File: config.mk
export PLATFORM = sky130hd
export DESIGN_NAME = lpc_frame_sequencer
export DESIGN_NICKNAME = d
export VERILOG_FILES = /design/src/rtl/lpc_pkg.sv /design/src/rtl/lpc_coef_holdreg.sv /design/src/rtl/lpc_frame_sequencer.sv
export SDC_FILE = /design/constraint.sdc
export NUM_CORES = 1
export LEC_CHECK = 0
export CAP_MARGIN = 5
export CORE_MARGIN = 2
export CORE_UTILIZATION = 35
export DETAILED_ROUTE_END_ITERATION = 10
export GPL_TIMING_DRIVEN = 0
export PLACE_DENSITY = 0.69
export SLEW_MARGIN = 20
export SYNTH_ARGS = -nofsm -noshare
export SYNTH_HDL_FRONTEND = slang
export SYNTH_SLANG_ARGS = --single-unit
File: constraint.sdc
create_clock -name d_clk -period 5.1 [get_ports d_clk]
set_input_delay 1.02 -clock d_clk [delete_from_list [all_inputs] [get_ports d_clk]]
set_output_delay 1.02 -clock d_clk [all_outputs]
set_load 0.005 [all_outputs]
File: src/rtl/lpc_pkg.sv
// rtl/lpc_pkg.sv - shared constants, state encoding and coefficient packing for the LPC frame sequencer
package lpc_pkg;

  localparam int NCOEF     = 11;
  localparam int CW        = 16;
  localparam int MIN_FRAME = 16;
  localparam int TIMEOUT   = 4095;
  localparam int TW        = 12;

  typedef enum logic [2:0] {IDLE, ACCUM, RST, START, WAIT} lpc_state_e;

  typedef logic [NCOEF*CW-1:0] coef_vec_t;

  // A0 sits in the lowest CW bits of the packed vector
  function automatic logic signed [CW-1:0] coef_at(input coef_vec_t v, input int idx);
    return v[idx*CW +: CW];
  endfunction

  function automatic logic [15:0] clamp_len(input logic [15:0] len);
    return (len < 16'(MIN_FRAME)) ? 16'(MIN_FRAME) : len;
  endfunction

endpackage

File: src/rtl/lpc_coef_holdreg.sv
// rtl/lpc_coef_holdreg.sv - single-entry valid/ready holding register for a packed coefficient set
module lpc_coef_holdreg
  import lpc_pkg::*;
(
  input  logic      d_clk,
  input  logic      rst,
  input  logic      cap_i,
  input  coef_vec_t cap_data_i,
  input  logic      ready_i,
  output coef_vec_t data_o,
  output logic      valid_o,
  output logic      accept_o,
  output logic      drop_o
);

  coef_vec_t data_q, data_d;
  logic      valid_q, valid_d;
  logic      hs;

  // A capture may reuse the slot being drained in the same cycle
  always_comb begin
    hs       = valid_q && ready_i;
    accept_o = cap_i && (!valid_q || hs);
    drop_o   = cap_i && valid_q && !hs;
    data_d   = accept_o ? cap_data_i : data_q;
    valid_d  = accept_o ? 1'b1 : (hs ? 1'b0 : valid_q);
  end

  always_ff @(posedge d_clk) begin
    if (rst) begin
      data_q  <= '0;
      valid_q <= 1'b0;
    end else begin
      data_q  <= data_d;
      valid_q <= valid_d;
    end
  end

  assign data_o  = data_q;
  assign valid_o = valid_q;

endmodule

File: src/rtl/lpc_frame_sequencer.sv
// rtl/lpc_frame_sequencer.sv - frame counter, solver sequencing and coefficient hand-off for the LPC encoder
module lpc_frame_sequencer
  import lpc_pkg::*;
(
  input  logic                d_clk,
  input  logic                rst,
  input  logic [15:0]         cfg_frame_len,
  input  logic                cfg_wr,
  input  logic                sample_v,
  output logic                corr_clr,
  output logic                ldr_rst,
  output logic                ldr_start,
  input  logic                ldr_done,
  input  logic [NCOEF*CW-1:0] ldr_a,
  output logic [NCOEF*CW-1:0] coef_data,
  output logic                coef_valid,
  input  logic                coef_ready,
  output logic [15:0]         frame_cnt,
  output logic                overrun,
  output logic                timeout,
  input  logic                err_clr
);

  lpc_state_e    state_q, state_d;
  logic [15:0]   cnt_q, cnt_d;
  logic [15:0]   act_q, act_d;
  logic [15:0]   pend_q, pend_d;
  logic [15:0]   fcnt_q, fcnt_d;
  logic [TW-1:0] timer_q, timer_d;
  logic          clr_q, clr_d;
  logic          ovr_q, ovr_d;
  logic          to_q, to_d;
  logic          boundary, busy, cap, to_ev, accept, drop;

  // Sample counting runs in every state so the next frame accumulates during a solve
  always_comb begin
    boundary = sample_v && (cnt_q == act_q - 16'd1);
    busy     = (state_q == RST) || (state_q == START) || (state_q == WAIT);
    cnt_d    = cnt_q;
    act_d    = act_q;
    pend_d   = pend_q;
    if (sample_v) cnt_d = boundary ? 16'd0 : cnt_q + 16'd1;
    if (boundary) act_d = pend_q;
    if (cfg_wr)   pend_d = clamp_len(cfg_frame_len);
  end

  always_comb begin
    state_d   = state_q;
    clr_d     = 1'b0;
    timer_d   = timer_q;
    cap       = 1'b0;
    to_ev     = 1'b0;
    ldr_rst   = 1'b0;
    ldr_start = 1'b0;
    unique case (state_q)
      IDLE:  if (sample_v) state_d = ACCUM;
      ACCUM: begin
        if (clr_q)         state_d = RST;
        else if (boundary) clr_d   = 1'b1;
      end
      RST: begin
        ldr_rst = 1'b1;
        state_d = START;
      end
      START: begin
        ldr_start = 1'b1;
        timer_d   = '0;
        state_d   = WAIT;
      end
      WAIT: begin
        if (ldr_done) begin
          cap     = 1'b1;
          state_d = ACCUM;
        end else if (timer_q == TW'(TIMEOUT)) begin
          to_ev   = 1'b1;
          state_d = ACCUM;
        end else begin
          timer_d = timer_q + 1'b1;
        end
      end
      default: state_d = IDLE;
    endcase
  end

  // New error events take priority over err_clr
  always_comb begin
    fcnt_d = accept ? fcnt_q + 16'd1 : fcnt_q;
    ovr_d  = (ovr_q && !err_clr) || drop || (boundary && busy);
    to_d   = (to_q && !err_clr) || to_ev;
  end

  always_ff @(posedge d_clk) begin
    if (rst) begin
      state_q <= IDLE;
      cnt_q   <= '0;
      act_q   <= 16'(MIN_FRAME);
      pend_q  <= 16'(MIN_FRAME);
      fcnt_q  <= '0;
      timer_q <= '0;
      clr_q   <= 1'b0;
      ovr_q   <= 1'b0;
      to_q    <= 1'b0;
    end else begin
      state_q <= state_d;
      cnt_q   <= cnt_d;
      act_q   <= act_d;
      pend_q  <= pend_d;
      fcnt_q  <= fcnt_d;
      timer_q <= timer_d;
      clr_q   <= clr_d;
      ovr_q   <= ovr_d;
      to_q    <= to_d;
    end
  end

  lpc_coef_holdreg u_holdreg (
    .d_clk      (d_clk),
    .rst        (rst),
    .cap_i      (cap),
    .cap_data_i (ldr_a),
    .ready_i    (coef_ready),
    .data_o     (coef_data),
    .valid_o    (coef_valid),
    .accept_o   (accept),
    .drop_o     (drop)
  );

  assign corr_clr  = clr_q;
  assign frame_cnt = fcnt_q;
  assign overrun   = ovr_q;
  assign timeout   = to_q;

endmodule
# == Word level (Yosys, flattened, before mapping) ==
# Index checks and enable logic that the tools add are counted.
# word_totals
reg_bits,259
in_bits,199
# op_classes
add_sub_neg,4
order_cmp,1
n_eq_ne,11
muxes,20
bitwise,1
reduce_logical,23
# op_table
operator,count
"adder 16 x 1 -> 16 bit, second input constant",2
two-way mux 16 bit,2
two-way mux 12 bit,2
one-hot mux 12 bit (2 select lines),1
== test 16 bit,1
"less-than comparator 16 x 5 -> 1 bit, second input constant",1
"subtractor 16 x 1 -> 16 bit, second input constant",1
one-hot mux 3 bit (5 select lines),1
"adder 12 x 1 -> 12 bit, second input constant",1
"== test 12 bit, second input constant",1
two-way mux 3 bit,4
two-way mux 1 bit,10
logical AND 1 bit,8
"inequality test 2 bit, second input constant",4
"== test 3 x 2 -> 1 bit, second input constant",2
logical OR 1 bit,6
AND reduction 3 bit,2
nonzero test 2 bit,2
"== test 3 x 1 -> 1 bit, second input constant",1
"== test 3 bit, second input constant",1
zero test 1 bit,3
zero test 3 bit,1
"inequality test 3 x 2 -> 1 bit, second input constant",1
OR reduction 3 bit,1
NOT 1 bit,1

# == Depth between registers and ports, before layout ==
# depth
depth_word,6
depth_mapped,10
ltp_nobuf,8

# == By module ==
# A second synthesis with hierarchy kept.
# hier_totals
cells_unflattened,1244
area_unflattened_um2,12105.4
# by_module_without_submodules
mod,n_inst,cells_per_inst,area_per_inst_um2,seq_area_each_um2
lpc_coef_holdreg,1,769,7936.4,3543.4
lpc_frame_sequencer,1,475,4169.0,1641.6

# == Worst setup path after synthesis ==
# Ideal clock, no wire load.
# synth_path
kind,reg2reg
from,register act_q[0]
to,register act_q[10]
setup_time_ns,0.072
arrival_time_ns,2.698
path_slack_ns,2.331
path_stages_with_launch,11
path_buffers,2
cell_sequence,dfxtp_1 inv_1 ha_1 or4b_4 or4_1 a32oi_1 mux2i_2 nor4b_4 buf_6 buf_12 mux2i_1
# synth_via
elab_chain_cells,3
# synth_lines
element,line,text
"start, declared",lpc_frame_sequencer.sv:26,"logic [15:0] act_q, act_d;"
"start signal, assigned",lpc_frame_sequencer.sv:96,act_q <= 16'(MIN_FRAME);
"start signal, assigned",lpc_frame_sequencer.sv:106,act_q <= act_d;
subtractor 16 x 1 -> 16 bit,lpc_frame_sequencer.sv:37,boundary = sample_v && (cnt_q == act_q - 16'd1);
== test 16 bit,lpc_frame_sequencer.sv:37,
logical AND 1 bit,lpc_frame_sequencer.sv:37,
# Every way passes these cells.
# A chain may end at the register's enable or synchronous reset.

# == Final worst setup path ==
# layout_path
from,input coef_ready
to,register u_holdreg.data_q[148] (netlist: u_holdreg.data_o[148])
# layout_via
elab_chain_cells,3
# layout_lines
element,line,text
"start, declared",lpc_frame_sequencer.sv:17,"input logic coef_ready,"
logical AND 1 bit,lpc_coef_holdreg.sv:22,hs = valid_q && ready_i;
logical OR 1 bit,lpc_coef_holdreg.sv:23,accept_o = cap_i && (!valid_q || hs);
logical AND 1 bit,lpc_coef_holdreg.sv:23,
"end signal, assigned",lpc_coef_holdreg.sv:34,data_q <= data_d;
"end, declared",lpc_coef_holdreg.sv:16,"coef_vec_t data_q, data_d;"
# Every way passes these cells.

==> flow_summary.json <==
{
  "crit_chain": "clkdlybuf4s50_1 > nand2b_1 > and3_1 > clkbuf_1 > clkbuf_1 > clkbuf_1 > nand2_1 > a21oi_1",
  "multi_input_area_sq_um": 4490,
  "ys_async_sr_fraction": 0,
  "synth.top_cell.area_share": 0.515,
  "grt_pass1_vias": 9904,
  "insertion_delay_ps": 560,
  "tns_ps": 0,
  "whs_path_depth": 2,
  "clk_pin_slew_worst_paths_ps": 60,
  "cts_setup_buffers": 0,
  "drc": 0,
  "critPathCaptureType": "flop",
  "drive_gt1_frac": 0.0333,
  "crit_buf_inv": 4,
  "hold_buffers": 0,
  "post_drt_wl_per_cell_um": 17.3,
  "cts-buffers-inserted": 29,
  "r2r_cells": 8,
  "cap_violations": 0,
  "whs_endpoint": "u_holdreg.data_o[167]$_SDFFE_PP0P_",
  "slowest_delay_ps": 590,
  "die_x_um": 174,
  "synth_area_sq_um": 10100,
  "portBuffers": 393,
  "ant_nets": 0,
  "fill_cells": 2661,
  "critPathKind": "in -> reg",
  "crit_family": "buffers and inverters",
  "cp_max_fo": 10,
  "hold_viol_final": 0,
  "core.rowCount": 62,
  "max_freq_ghz": 0.294,
  "place.gp.congestion": 0.886,
  "worstHoldStart": "u_holdreg.data_o[167]$_SDFFE_PP0P_",
  "fin_nets": 1869,
  "routed_wl_mm": 35.9,
  "r2r-end": "u_holdreg.data_o[148]$_SDFFE_PP0P_",
  "outcome": "complete, no violations",
  "syn_inst": 1242,
  "antenna_found_initial": 8,
  "overflow": 0,
  "dr.pass1.iters": 5,
  "synth_cell_types": 53,
  "fin_worst_skew_ps": 14.2,
  "holdWs_ps": 451,
  "power_density_nw_per_um2": 280,
  "crit_cells": 8,
  "avgViaCountPerCell": 4.85,
  "dp_cells": 2019,
  "area_growth_syn_to_layout_pct": 53.0,
  "crit_required_ps": 5580,
  "clkSinkCount": 259,
  "die_h_um": 174,
  "setup_viol": 0,
  "rsz0062_at_grt": "no",
  "startpoint_type": "input port",
  "grt_max_degree": 16,
  "slew_viol_final": 0,
  "htree_levels": 1,
  "yosys_register_bits": 259,
  "vias": 10100,
  "reg2reg_slack_ps": 1730,
  "ys.flop_type": "dfxtp_1",
  "max-slew-margin-rel": 0.289,
  "core_area_sq_um": 28500,
  "die-area_sq_um": 30100,
  "grt_use_total": 0.230,
  "r2r_start": "state_q[0]$_SDFFE_PP0P_",
  "min_period_ps": 3400,
  "synth_area_leader_cell": "dfxtp_1",
  "grt_pass1_wl_mm": 54.7,
  "initial_core_util": 0.353,
  "hold_path.class": "reg -> reg",
  "critPathSlowestCell": "clkbuf_1",
  "post-dp-hpwl_mm": 27.6,
  "yosys-top-cells-area": "dfxtp_1 (52%), nand2_1 (15%), a21oi_1 (9.6%)",
  "cts_resized": 0,
  "cp_data_arrival_time_ps": 3880,
  "seq_area_sq_um": 5180,
  "cts-root-buf": "clkbuf_16",
  "syn_nets": 1445,
  "drtIter0Drc": 455,
  "cp_common_cell": "clkbuf_1",
  "cts_buffer_depth": 3,
  "peakVddDrop_v": 0.000238,
  "ios": 397,
  "power_mw": 4.31,
  "synth_warnings": 0,
  "post-route-period-util": 0.667,
  "ys_seq_area_frac": 0.515,
  "cts_tree": "yes",
  "syn_area_per_cell_sq_um": 8.10,
  "leakagePower_nw": 5.19,
  "fin_cells": 2074,
  "worst_pin_slew_ps": 1050,
  "synth-edff-count": 0
}
-- per-stage QoR --
step,util,worst slack (ps),instance area (sq um)
after floorplan,-,2330,10100
after global placement,0.508,1280,14500
after detailed placement,0.508,1170,14500
after CTS,0.540,1720,15400
after global routing,0.541,1450,15400
final,0.541,1700,15400
-- layout by cell type, fill, tap and decap left out, types with 3 or more instances in the layout --
cell             netlist  routed
nand2_1              413     413
clkdlybuf4s50_1        0     393
dfxtp_1              259     259
a21oi_1              192     192
clkbuf_1              76      82
nor2_1                49      49
mux2i_1               29      29
clkbuf_16              0      29
xnor2_1               26      26
nor3_1                25      25
xor2_1                25      25
nand3_1               18      18
nand4_1               17      17
inv_1                 13      13
nor4_1                 8       8
and3_1                 8       8
diode_2                0       7
o21ai_0                7       7
or3_1                  6       6
clkinv_2               0       6
o31ai_1                5       5
clkbuf_8               0       5
and2_1                 4       4
nor2b_1                4       4
a22oi_1                4       4
ha_1                   4       4
or4_1                  3       3
nand2b_1               3       3
nor3b_1                3       3
a211oi_1               3       3
o22ai_1                3       3
-- worst max path at each step --
stage	start	endpoint	slack, ps
finish	coef_ready	u_holdreg.data_o[148]$_SDFFE_PP0P_	1700
global route	state_q[0]$_SDFFE_PP0P_	u_holdreg.data_o[148]$_SDFFE_PP0P_	1450
CTS	state_q[0]$_SDFFE_PP0P_	u_holdreg.data_o[148]$_SDFFE_PP0P_	1720
detailed placement	coef_ready	u_holdreg.data_o[148]$_SDFFE_PP0P_	1170
global placement	coef_ready	u_holdreg.data_o[148]$_SDFFE_PP0P_	1280
floorplan	act_q[0]$_SDFFE_PP0N_	act_q[10]$_SDFFE_PP0N_	2330
-- worst reg2reg max path, cell delays in order (launching register included) --
cell      delay [ps]
dfxtp_1          300
clkbuf_1         200
nor3b_1          500
and3_1           360
clkbuf_1         550
clkbuf_1         590
clkbuf_1         500
nand2_1          150
a21oi_1          160
-- logic make-up (layout without fill, tap and decap cells) --
| group | after synthesis | after routing | synth area share |
|---|---|---|---|
| simple gates | 572 | 572 | 0.242 |
| xor+xnor | 51 | 51 | 0.0444 |
| compound gates | 229 | 229 | 0.122 |
| flops | 259 | 259 | 0.515 |
| mux | 32 | 32 | 0.0325 |
| buf+inv | 95 | 536 | 0.0381 |
| fa+ha+maj | 4 | 4 | 0.00497 |
| other cells | 0 | 7 | 0 |
-- cell type report --
| class | count | area share |
|---|---|---|
| Clock inverter | 8 | 0.00520 |
| Timing Repair Buffer | 393 | 0.256 |
| Tap cell | 384 | 0.0312 |
| Antenna cell | 7 | 0.00114 |
| Buffer | 81 | 0.0215 |
| Clock buffer | 40 | 0.0531 |
| Inverter | 14 | 0.00341 |
| Sequential cell | 259 | 0.337 |
| Multi-Input combinational cell | 888 | 0.292 |
-- report_power, final --
group          total (mW)  internal [mW]  switching [mW]
sequential           2.05           2.04          0.0109
clock                2.00           1.16           0.835
combinational       0.267          0.167          0.0999
total                4.31           3.37           0.945
-- synth_stat cells, types with 5 or more instances --
cell / instances
dfxtp_1: 259
a21oi_1: 192
nand2_1: 413
mux2i_1: 29
nor2_1: 49
nand3_1: 18
inv_1: 13
and3_1: 8
or3_1: 6
xor2_1: 25
xnor2_1: 26
nor4_1: 8
o31ai_1: 5
nand4_1: 17
o21ai_0: 7
nor3_1: 25
clkbuf_1: 76
-- routing by layer --
layer | vias to the layer above | track usage | share of wire
met4 | 2 | 0.0978 | 0.046
met1 | 4688 | 0.238 | 0.36
met3 | 91 | 0.0925 | 0.094
met2 | 297 | 0.412 | 0.49
met5 | - | 0 | 0.00036
li1 | 4977 | - | -
-- state kept, by name, summed over array words and instances, names as in the netlist, 3 cells and up --
register          flops
pend_q               16
cnt_q                16
frame_cnt            16
act_q                16
state_q               3
timer_q              12
u_holdreg.data_o    176
No activity file was read; power rests on OpenSTA's default activity.
